**config.mk**
```make
export PLATFORM = sky130hd
export DESIGN_NAME = prog_mem_ctrl_flat
export DESIGN_NICKNAME = d
export VERILOG_FILES = /design/src/rtl/prog_mem_pkg.sv /design/src/rtl/prog_mem_if.sv /design/src/rtl/prog_mem_loader.sv /design/src/rtl/prog_mem_ctrl.sv /design/src/flat_wrapper.sv
export SDC_FILE = /design/constraint.sdc
export NUM_CORES = 2
export LEC_CHECK = 0
export CORE_MARGIN = 2
export CORE_UTILIZATION = 50
export CTS_CLUSTER_DIAMETER = 150
export DETAILED_ROUTE_END_ITERATION = 6
export GPL_ROUTABILITY_DRIVEN = 0
export PLACE_DENSITY = 0.65
export SYNTH_ARGS = -nofsm -noshare
export SYNTH_HDL_FRONTEND = slang
export SYNTH_SLANG_ARGS = --single-unit
```
**constraint.sdc**
```tcl
create_clock -name clk -period 5.5 [get_ports clk]
set_input_delay 1.1 -clock clk [delete_from_list [all_inputs] [get_ports clk]]
set_output_delay 1.1 -clock clk [all_outputs]
set_load 0.02 [all_outputs]
```
**src/rtl/prog_mem_pkg.sv**
```systemverilog
// -----------------------------------------------------------------------------
// prog_mem_pkg
// Shared types and helpers for the program memory controller.
//   ld_state_e : loader FSM states
//   nbytes()   : number of load bytes needed to build one IW-bit word
// -----------------------------------------------------------------------------
package prog_mem_pkg;

    typedef enum logic [1:0] {
        ST_IDLE    = 2'd0,
        ST_COLLECT = 2'd1,
        ST_WRITE   = 2'd2,
        ST_DONE    = 2'd3
    } ld_state_e;

    function automatic int nbytes(input int iw);
        return (iw + 7) / 8;
    endfunction

endpackage

```
**src/rtl/prog_mem_if.sv**
```systemverilog
// -----------------------------------------------------------------------------
// prog_mem_if
// Bus bundle between the boot/debug link + core fetch stage (master) and the
// program memory controller (slave).
//   Fetch : rd_en, rd_addr -> rd_data, rd_valid, rd_perr
//   Load  : ld_start, ld_base, ld_len, ld_valid, ld_byte -> ld_ready,
//           ld_busy, ld_done
// Optional macro PROG_MEM_PARITY_EN adds the ld_perr_inj test input.
// -----------------------------------------------------------------------------
interface prog_mem_if #(
    parameter int IW = 12,
    parameter int AW = 8
);
    logic          rd_en;
    logic [AW-1:0] rd_addr;
    logic [IW-1:0] rd_data;
    logic          rd_valid;
    logic          rd_perr;
    logic          ld_start;
    logic [AW-1:0] ld_base;
    logic [AW:0]   ld_len;
    logic          ld_valid;
    logic [7:0]    ld_byte;
    logic          ld_ready;
    logic          ld_busy;
    logic          ld_done;
`ifdef PROG_MEM_PARITY_EN
    logic          ld_perr_inj;
`endif

    modport master (
        output rd_en, rd_addr, ld_start, ld_base, ld_len, ld_valid, ld_byte,
`ifdef PROG_MEM_PARITY_EN
        output ld_perr_inj,
`endif
        input  rd_data, rd_valid, rd_perr, ld_ready, ld_busy, ld_done
    );

    modport slave (
        input  rd_en, rd_addr, ld_start, ld_base, ld_len, ld_valid, ld_byte,
`ifdef PROG_MEM_PARITY_EN
        input  ld_perr_inj,
`endif
        output rd_data, rd_valid, rd_perr, ld_ready, ld_busy, ld_done
    );

endinterface

```
**src/rtl/prog_mem_loader.sv**
```systemverilog
// -----------------------------------------------------------------------------
// prog_mem_loader
// Byte-stream loader: assembles little-endian bytes into IW-bit words and
// issues one write per word to consecutive (wrapping) addresses.
// Ports:
//   clk, rst           : clock, synchronous active-high reset
//   i_start            : load start pulse (honoured only in IDLE)
//   i_base, i_len      : first address / word count, sampled on i_start
//   i_valid, i_byte    : byte stream, accepted when o_ready is high
//   o_ready            : byte accepted this cycle (COLLECT)
//   o_busy, o_done     : load in progress / one-cycle completion pulse
//   o_wr_en, o_wr_addr, o_wr_data : memory write port
// -----------------------------------------------------------------------------
module prog_mem_loader
    import prog_mem_pkg::*;
#(
    parameter int IW = 12,
    parameter int AW = 8
) (
    input  logic          clk,
    input  logic          rst,
    input  logic          i_start,
    input  logic [AW-1:0] i_base,
    input  logic [AW:0]   i_len,
    input  logic          i_valid,
    input  logic [7:0]    i_byte,
    output logic          o_ready,
    output logic          o_busy,
    output logic          o_done,
    output logic          o_wr_en,
    output logic [AW-1:0] o_wr_addr,
    output logic [IW-1:0] o_wr_data
);

    localparam int NB = nbytes(IW);
    // IW <= 32 gives at most 4 bytes per word, so 2 index bits suffice.
    localparam int IDXW = 2;
    localparam logic [IDXW-1:0] LAST_IDX = IDXW'(NB - 1);

    ld_state_e       r_state;
    ld_state_e       w_state_nxt;
    logic [AW-1:0]   r_ptr;
    logic [AW:0]     r_cnt;
    logic [IDXW-1:0] r_idx;
    logic [IW-1:0]   r_word;
    logic [IW-1:0]   w_word_nxt;
    logic            w_accept;

    assign w_accept = i_valid && (r_state == ST_COLLECT);

    // State register
    always_ff @(posedge clk) begin
        if (rst) begin
            r_state <= ST_IDLE;
        end else begin
            r_state <= w_state_nxt;
        end
    end

    // Next-state logic
    always_comb begin
        w_state_nxt = r_state;
        case (r_state)
            ST_IDLE: begin
                if (i_start) begin
                    w_state_nxt = (i_len == '0) ? ST_DONE : ST_COLLECT;
                end
            end
            ST_COLLECT: begin
                if (w_accept && (r_idx == LAST_IDX)) begin
                    w_state_nxt = ST_WRITE;
                end
            end
            ST_WRITE: begin
                // r_cnt still holds the pre-decrement count here.
                w_state_nxt = (r_cnt == (AW+1)'(1)) ? ST_DONE : ST_COLLECT;
            end
            ST_DONE: begin
                w_state_nxt = ST_IDLE;
            end
            default: begin
                w_state_nxt = ST_IDLE;
            end
        endcase
    end

    // Output logic
    always_comb begin
        o_ready = (r_state == ST_COLLECT);
        o_busy  = (r_state != ST_IDLE);
        o_done  = (r_state == ST_DONE);
        o_wr_en = (r_state == ST_WRITE);
    end

    // Byte k lands in bits [8k+7:8k]; bits at or above IW are simply dropped.
    always_comb begin
        w_word_nxt = r_word;
        for (int i = 0; i < IW; i++) begin
            if (r_idx == IDXW'(i / 8)) begin
                w_word_nxt[i] = i_byte[3'(i % 8)];
            end
        end
    end

    // Datapath registers: loaded on start, so a reset needs no clearing here.
    always_ff @(posedge clk) begin
        if ((r_state == ST_IDLE) && i_start) begin
            r_ptr <= i_base;
            r_cnt <= i_len;
            r_idx <= '0;
        end
        if (w_accept) begin
            r_word <= w_word_nxt;
            r_idx  <= (r_idx == LAST_IDX) ? '0 : r_idx + 1'b1;
        end
        if (r_state == ST_WRITE) begin
            r_ptr <= r_ptr + 1'b1;
            r_cnt <= r_cnt - 1'b1;
        end
    end

    assign o_wr_addr = r_ptr;
    assign o_wr_data = r_word;

endmodule

```
**src/rtl/prog_mem_ctrl.sv**
```systemverilog
// -----------------------------------------------------------------------------
// prog_mem_ctrl
// Program memory (2**AW x IW) with a registered fetch port and a byte-stream
// loader. Fetches are blocked while a load is in progress.
// Ports:
//   clk, rst : clock, synchronous active-high reset
//   bus      : prog_mem_if.slave (fetch port + loader handshake)
// Optional macro PROG_MEM_PARITY_EN: stores an even-parity bit per word and
// flags mismatches on rd_perr; ld_perr_inj corrupts the stored bit on write.
// Without it, rd_perr is tied to 0.
// -----------------------------------------------------------------------------
module prog_mem_ctrl
    import prog_mem_pkg::*;
#(
    parameter int IW = 12,
    parameter int AW = 8
) (
    input  logic      clk,
    input  logic      rst,
    prog_mem_if.slave bus
);

    localparam int DEPTH = 2 ** AW;

    logic [IW-1:0] r_mem [DEPTH];
    logic          w_wr_en;
    logic [AW-1:0] w_wr_addr;
    logic [IW-1:0] w_wr_data;
    logic          w_ld_busy;
    logic [IW-1:0] r_rd_data_p1;
    logic          r_rd_valid_p1;

    prog_mem_loader #(
        .IW (IW),
        .AW (AW)
    ) u_loader (
        .clk       (clk),
        .rst       (rst),
        .i_start   (bus.ld_start),
        .i_base    (bus.ld_base),
        .i_len     (bus.ld_len),
        .i_valid   (bus.ld_valid),
        .i_byte    (bus.ld_byte),
        .o_ready   (bus.ld_ready),
        .o_busy    (w_ld_busy),
        .o_done    (bus.ld_done),
        .o_wr_en   (w_wr_en),
        .o_wr_addr (w_wr_addr),
        .o_wr_data (w_wr_data)
    );

    assign bus.ld_busy = w_ld_busy;

`ifdef PROG_MEM_PARITY_EN
    logic r_par [DEPTH];
    logic r_rd_perr_p1;

    function automatic logic f_even_par(input logic [IW-1:0] w);
        return ^w;
    endfunction

    always_ff @(posedge clk) begin
        if (w_wr_en) begin
            r_mem[w_wr_addr] <= w_wr_data;
            r_par[w_wr_addr] <= f_even_par(w_wr_data) ^ bus.ld_perr_inj;
        end
    end
`else
    always_ff @(posedge clk) begin
        if (w_wr_en) begin
            r_mem[w_wr_addr] <= w_wr_data;
        end
    end
`endif

    // Fetch stage -> p1: one-cycle registered read, held when idle.
    always_ff @(posedge clk) begin
        if (rst) begin
            r_rd_valid_p1 <= 1'b0;
            r_rd_data_p1  <= '0;
`ifdef PROG_MEM_PARITY_EN
            r_rd_perr_p1  <= 1'b0;
`endif
        end else if (bus.rd_en && !w_ld_busy) begin
            r_rd_valid_p1 <= 1'b1;
            r_rd_data_p1  <= r_mem[bus.rd_addr];
`ifdef PROG_MEM_PARITY_EN
            r_rd_perr_p1  <= (f_even_par(r_mem[bus.rd_addr]) != r_par[bus.rd_addr]);
`endif
        end else begin
            r_rd_valid_p1 <= 1'b0;
`ifdef PROG_MEM_PARITY_EN
            r_rd_perr_p1  <= 1'b0;
`endif
        end
    end

    assign bus.rd_data  = r_rd_data_p1;
    assign bus.rd_valid = r_rd_valid_p1;
`ifdef PROG_MEM_PARITY_EN
    assign bus.rd_perr  = r_rd_perr_p1;
`else
    assign bus.rd_perr  = 1'b0;
`endif

endmodule

```
**src/flat_wrapper.sv**
```systemverilog
// flat-port wrapper written by rule: the top's interface ports become plain ports
module prog_mem_ctrl_flat import prog_mem_pkg::*;
#(
    parameter int IW = 12,
    parameter int AW = 8
)
  (clk, rst, bus_rd_en, bus_rd_addr, bus_ld_start, bus_ld_base, bus_ld_len, bus_ld_valid, bus_ld_byte, bus_rd_data, bus_rd_valid, bus_rd_perr, bus_ld_ready, bus_ld_busy, bus_ld_done);
  prog_mem_if #(.IW(IW), .AW(AW)) bus_i ();
  input  logic clk;
  input  logic rst;
  input wire logic [$bits(bus_i.rd_en)-1:0] bus_rd_en;
  input wire logic [$bits(bus_i.rd_addr)-1:0] bus_rd_addr;
  input wire logic [$bits(bus_i.ld_start)-1:0] bus_ld_start;
  input wire logic [$bits(bus_i.ld_base)-1:0] bus_ld_base;
  input wire logic [$bits(bus_i.ld_len)-1:0] bus_ld_len;
  input wire logic [$bits(bus_i.ld_valid)-1:0] bus_ld_valid;
  input wire logic [$bits(bus_i.ld_byte)-1:0] bus_ld_byte;
  output wire logic [$bits(bus_i.rd_data)-1:0] bus_rd_data;
  output wire logic [$bits(bus_i.rd_valid)-1:0] bus_rd_valid;
  output wire logic [$bits(bus_i.rd_perr)-1:0] bus_rd_perr;
  output wire logic [$bits(bus_i.ld_ready)-1:0] bus_ld_ready;
  output wire logic [$bits(bus_i.ld_busy)-1:0] bus_ld_busy;
  output wire logic [$bits(bus_i.ld_done)-1:0] bus_ld_done;
  assign bus_i.rd_en = bus_rd_en;
  assign bus_i.rd_addr = bus_rd_addr;
  assign bus_i.ld_start = bus_ld_start;
  assign bus_i.ld_base = bus_ld_base;
  assign bus_i.ld_len = bus_ld_len;
  assign bus_i.ld_valid = bus_ld_valid;
  assign bus_i.ld_byte = bus_ld_byte;
  assign bus_rd_data = bus_i.rd_data;
  assign bus_rd_valid = bus_i.rd_valid;
  assign bus_rd_perr = bus_i.rd_perr;
  assign bus_ld_ready = bus_i.ld_ready;
  assign bus_ld_busy = bus_i.ld_busy;
  assign bus_ld_done = bus_i.ld_done;
  prog_mem_ctrl #(.IW(IW), .AW(AW)) u_core (.clk(clk), .rst(rst), .bus(bus_i));
endmodule
```
**After elaboration in Yosys (flattened, before gate mapping)**

Memory sizes are Yosys's and may differ from the RTL's. A register that Yosys moved wholly into a read port is not among the register bits.
Index checks and enable logic that the tools add are counted.
Widths: inputs -> output; s select.

- RAM bits: 2,048
- Bits in latches: 0
- Bits in read-only memories: 0
- Register bits: 42
- Memories: 1

- Reduce and logical (&&, ||, !) cells: 14
- Shift-type cells: 0
- Mux-type cells: 15
- Div/mod/pow operators: 0
- Eq/ne operators: 7
- Bitwise gates (word level): 0
- Multiply operators: 0
- Order comparisons: 0
- Add/sub/neg operators: 3

Memories:

| memory | words | bits a word | rd ports | clocked after Yosys merged registers in | wr ports | line | text |
|---|---|---|---|---|---|---|---|
| u_core.r_mem | 256 | 8 | 1 | 1 | 1 | prog_mem_ctrl.sv:25 | `logic [IW-1:0] r_mem [DEPTH];` |

Operators with widths:

| operator | count |
|---|---|
| $mux 9 | 2 |
| $mux 8 | 2 |
| $mux 2 | 7 |
| $eq 9x1->1 const B | 1 |
| $logic_not 9->1 | 1 |
| $sub 9x1->9 const B | 1 |
| $add 8x1->8 const B | 1 |
| $pmux 2 s4 | 1 |
| $reduce_and 2->1 | 3 |
| $reduce_bool 2->1 | 3 |
| $eq 2x1->1 const B | 2 |
| $eq 2x2->1 const B | 2 |
| $logic_and 1x1->1 | 4 |
| $logic_not 2->1 | 2 |
| $mux 1 | 3 |
| $add 2x1->2 const B | 1 |
| $ne 2x1->1 const B | 1 |
| $ne 2x2->1 const B | 1 |
| $logic_not 1->1 | 1 |

**Longest topological paths before layout**

- Depth in word-level cells: 5
- Mapped depth: 14
- Mapped depth without buffers: 7

**By module**

Synthesis repeated with hierarchy kept, for this count alone.

- Cell total of the unflattened synthesis: 5,969
- Area total of the unflattened synthesis: 121,049.8 um^2

By module, submodules not included:

| module | area each (um^2) | instances | cells each | sequential area each (um^2) |
|---|---|---|---|---|
| prog_mem_ctrl | 119,555.9 | 1 | 5,833 | 92,508.7 |
| prog_mem_loader | 1,493.9 | 1 | 136 | 850.8 |

**Worst setup path before layout**

No wires, ideal clock.

- Kind: register -> register
- From: reg u_core.u_loader.r_word[0], in the netlist u_core.u_loader.o_wr_data[0]
- To: mem u_core.r_mem[0][0] (netlist bit), data pin
- Buffers on the path: 0
- Slack: 1.454 ns
- Stages on the path, launching flop included: 1
- Library setup time: 0.817 ns
- Arrival: 3.228 ns
- Clock period less this slack: 4.046 ns
- Cells stage by stage: edfxtp_1

RTL lines:

| item | line | text |
|---|---|---|
| start, declared | prog_mem_loader.sv:45 | `logic [IW-1:0] r_word;` |
| start signal, assigned | prog_mem_loader.sv:113 | `r_word <= w_word_nxt;` |
| end, declared | prog_mem_ctrl.sv:25 |  |

No word-level cell before the write port.

==> impl_metrics.xml <==
<?xml version="1.0" encoding="UTF-8"?>
<metrics>
  <group name="sta">
    <metric name="period_needed" unit="ns">3.73</metric>
    <metric name="setup_repair_after_global_routing_missed_its_margin" unit="">false</metric>
    <metric name="achievable-frequency" unit="MHz">268</metric>
    <metric name="timing.final.setup_violations" unit="">0</metric>
    <metric name="timing.setup.tns" unit="ns">0</metric>
    <metric name="final.period_utilization" unit="">0.678</metric>
    <metric name="maxSlewHeadroom" unit="">0.0796</metric>
    <metric name="final.hold.worst_slack" unit="ns">0.568</metric>
    <metric name="hold_viol_final" unit="">0</metric>
    <metric name="slew_viol_final" unit="">0</metric>
    <metric name="finClkSkew" unit="ns">0.0212</metric>
    <metric name="worst-slew-pin-transition" unit="ns">1.38</metric>
  </group>
  <group name="detailed_routing">
    <metric name="post_drt_wl_per_cell" unit="µm">31.1</metric>
    <metric name="final_antenna_net_count" unit="">0</metric>
    <metric name="first_iter_violations" unit="">5065</metric>
    <metric name="dr_total_vias" unit="">40800</metric>
    <metric name="tritonroute_pass_1_iters" unit="">5</metric>
    <metric name="vias_per_cell" unit="">6.28</metric>
    <metric name="drc" unit="">0</metric>
    <metric name="finalWirelength" unit="mm">202</metric>
  </group>
  <group name="worst_setup_path">
    <metric name="ff2ff_setup_slack" unit="ns">2.01</metric>
    <metric name="worst-endpoint-required" unit="ns">6.15</metric>
    <metric name="rr_worst_depth" unit="">6</metric>
    <metric name="r2r-start" unit="">u_core.u_loader.r_state[1]</metric>
    <metric name="worst-endpoint-arrival" unit="ns">4.38</metric>
    <metric name="timing.critical_path.from_type" unit="">input port</metric>
    <metric name="crit_fanout" unit="">54</metric>
    <metric name="crit_path_class" unit="">in -&gt; reg</metric>
    <metric name="timing.critical_path.to" unit="">u_core.bus.rd_data[1]</metric>
    <metric name="rr_endpoint" unit="">u_core.r_mem[254][5]</metric>
    <metric name="critPathLaunch" unit="">bus_rd_addr[1]</metric>
    <metric name="setup.worst_path.end_class" unit="">register</metric>
  </group>
  <group name="clock_tree">
    <metric name="cts-root-buf" unit="">clkbuf_16</metric>
    <metric name="clock_insertion_delay_worst_skew" unit="ns">0.81</metric>
    <metric name="postCtsSetupBuffers" unit="">0</metric>
    <metric name="tritoncts" unit="">built</metric>
    <metric name="clkSlewWorstSetupHoldPaths" unit="ns">0.06</metric>
    <metric name="clock_sinks" unit="">2086</metric>
    <metric name="cts.repair.resized" unit="">0</metric>
    <metric name="postCtsHoldBufs" unit="">0</metric>
    <metric name="max-clock-path-buffers" unit="">3</metric>
    <metric name="cts_inserted_buffers" unit="">204</metric>
    <metric name="cts_max_level" unit="">4</metric>
  </group>
  <group name="yosys">
    <metric name="netlist-cell-type-count" unit="">69</metric>
    <metric name="synth_area" unit="µm²">81700</metric>
    <metric name="avgSynthCellArea" unit="µm²">20.5</metric>
    <metric name="flip_flop_cell_with_the_highest_count_after_synthesis" unit="">edfxtp_1</metric>
    <metric name="ys_warn_count" unit="">0</metric>
    <metric name="synth.ff_latch_count" unit="">2086</metric>
    <metric name="netlist_instances" unit="">3992</metric>
    <metric name="seq_area_frac_synth" unit="">0.765</metric>
    <metric name="async_flop_share" unit="">0</metric>
    <metric name="synth_edf_count" unit="">2075</metric>
  </group>
  <group name="power">
    <metric name="pwr_density_cell" unit="nW/µm²">351</metric>
    <metric name="pleak" unit="nW">28.5</metric>
    <metric name="worst_ir_drop_vdd" unit="V">0.000376</metric>
  </group>
  <group name="global_route">
    <metric name="grt_usage" unit="">0.242</metric>
    <metric name="first_pass_grt_wire_length" unit="mm">290</metric>
    <metric name="grt_start_max_net_pins" unit="">237</metric>
    <metric name="globalRoute.totalOverflow" unit="">0</metric>
    <metric name="grt_pass1_vias" unit="">40400</metric>
    <metric name="initial_antenna_violation_count" unit="">7</metric>
  </group>
  <group name="layout">
    <metric name="nFillCells" unit="">12200</metric>
    <metric name="finalCoreUtilization" unit="">0.559</metric>
    <metric name="num-nets-final" unit="">4198</metric>
    <metric name="layout_common_cells" unit="">edfxtp_1, mux4_2, nor2_1, mux2i_1, clkbuf_16</metric>
    <metric name="storage_element_area" unit="µm²">62500</metric>
    <metric name="multi_input_area" unit="µm²">17600</metric>
    <metric name="syn2layout_area_growth" unit="%">11.3</metric>
    <metric name="post_route_cells_drive_above_1_share" unit="">0.195</metric>
    <metric name="final_common_cell" unit="">edfxtp_1</metric>
  </group>
  <group name="worst_hold_path">
    <metric name="worstHoldPathType" unit="">reg -&gt; reg</metric>
    <metric name="hold_path_startpoint" unit="">u_core.bus.rd_data[9]</metric>
  </group>
  <group name="die">
    <metric name="die_w" unit="µm">408</metric>
    <metric name="die_height" unit="µm">408</metric>
    <metric name="core-area" unit="µm²">163000</metric>
    <metric name="initial_core_util" unit="">0.503</metric>
    <metric name="fp.dieArea" unit="µm²">167000</metric>
    <metric name="placement_row_count" unit="">148</metric>
    <metric name="ioPinCount" unit="">55</metric>
  </group>
  <group name="run">
    <metric name="max_cap_violations" unit="">0</metric>
  </group>
  <group name="status">
    <metric name="run_status" unit="">completed</metric>
  </group>
  <group name="placement">
    <metric name="portBuffers" unit="">45</metric>
    <metric name="dp_hpwl" unit="mm">122</metric>
  </group>
</metrics>
## worst max-delay path, stage by stage
cell      delay [ns]
buf_8           0.47
nand2b_2        0.52
buf_4           0.28
buf_4           0.34
o221ai_1        0.18
o21ai_0         0.20
nand2_1         0.14
o21ai_0         0.49
or4_1           0.37
o311ai_1        0.17
## per-stage QoR
step	instance area, µm²	std cells	total power, mW	worst slack, ns
2_1_floorplan	81700	3996	18.7	1.45
3_3_place_gp	84700	6121	19.2	1.06
3_5_place_dp	84700	6121	19.2	0.994
4_1_cts	90900	6498	32.1	1.86
5_1_grt	90900	6498	32.8	1.79
6_report	90900	6500	32.0	1.77
## cell families (layout without fill, tap and decap cells)
group           Yosys count  in the layout  synth area share
simple gates            577            577            0.0305
other cells               1              7         0.0000459
buf+inv                 252            579            0.0207
fa+ha+maj                 8              8           0.00123
flops                  2086           2086             0.765
xor+xnor                 13             13           0.00139
mux                     678            678             0.148
compound gates          377            377            0.0325
## layout make-up
| cell class | count | area share |
|---|---|---|
| repair buffers | 191 | 0.0203 |
| clock buffers | 277 | 0.0607 |
| flip-flops and latches | 2086 | 0.688 |
| diodes | 2 | 0.0000550 |
| clock inverters | 100 | 0.00765 |
| multi-input cells | 1658 | 0.193 |
| well taps | 2175 | 0.0299 |
| inverters | 11 | 0.000482 |
## state kept, by name (all words and copies together) (netlist names)
signal and count:
u_core.bus.rd_valid 1, u_core.u_loader.o_wr_addr 8, u_core.u_loader.o_wr_data 8, u_core.bus.rd_data 8, u_core.u_loader.r_state 2, u_core.r_mem 2048
u_core.u_loader.r_cnt 9, u_core.u_loader.r_idx 2
## metal layers
layer / global-route usage / up-vias / wire length (µm)
li1: - / 16900 / -
met1: 0.349 / 21500 / 82000
met2: 0.373 / 2071 / 94900
met3: 0.0504 / 327 / 18900
met4: 0.0791 / 4 / 6590
met5: 0 / - / 17
## power by group
group | internal (mW) | switching [mW] | total, mW
logic | 0.545 | 0.899 | 1.44
registers | 17.3 | 0.0427 | 17.4
clock network | 7.34 | 5.78 | 13.1
## cell usage after synthesis (all sizes together) (9+ instances only)
library cell	instances	share of area
o221ai	46	0.0049
nand3	31	0.0019
a21oi	42	0.0026
a2111oi	17	0.0020
nand2	121	0.0056
clkbuf	104	0.0048
buf	137	0.015
a221oi	10	0.0011
a31oi	12	0.00092
nor2	300	0.014
nor4	13	0.0010
nor3	43	0.0026
o21ai	48	0.0029
o22ai	83	0.0064
edfxtp	2075	0.76
mux2i	248	0.030
a22o	11	0.0012
a211oi	28	0.0026
nand2b	10	0.00077
dfxtp	11	0.0027
nor2b	9	0.00069
inv	9	0.00041
mux4	417	0.12
mux2	13	0.0018
a22oi	36	0.0033
or3	9	0.00069
and2	12	0.00092
## worst min-delay path by stage
stage,end,slack (ns),cells after the start
finish,u_core.bus.rd_data[9],0.57,2
global route,u_core.bus.rd_data[10],0.57,2
global placement,u_core.bus.rd_data[10],0.56,2
floorplan,u_core.bus.rd_data[10],0.54,2
detailed placement,u_core.bus.rd_data[9],0.54,2
CTS,u_core.bus.rd_data[9],0.55,2
(Power assumes the default switching activity.)
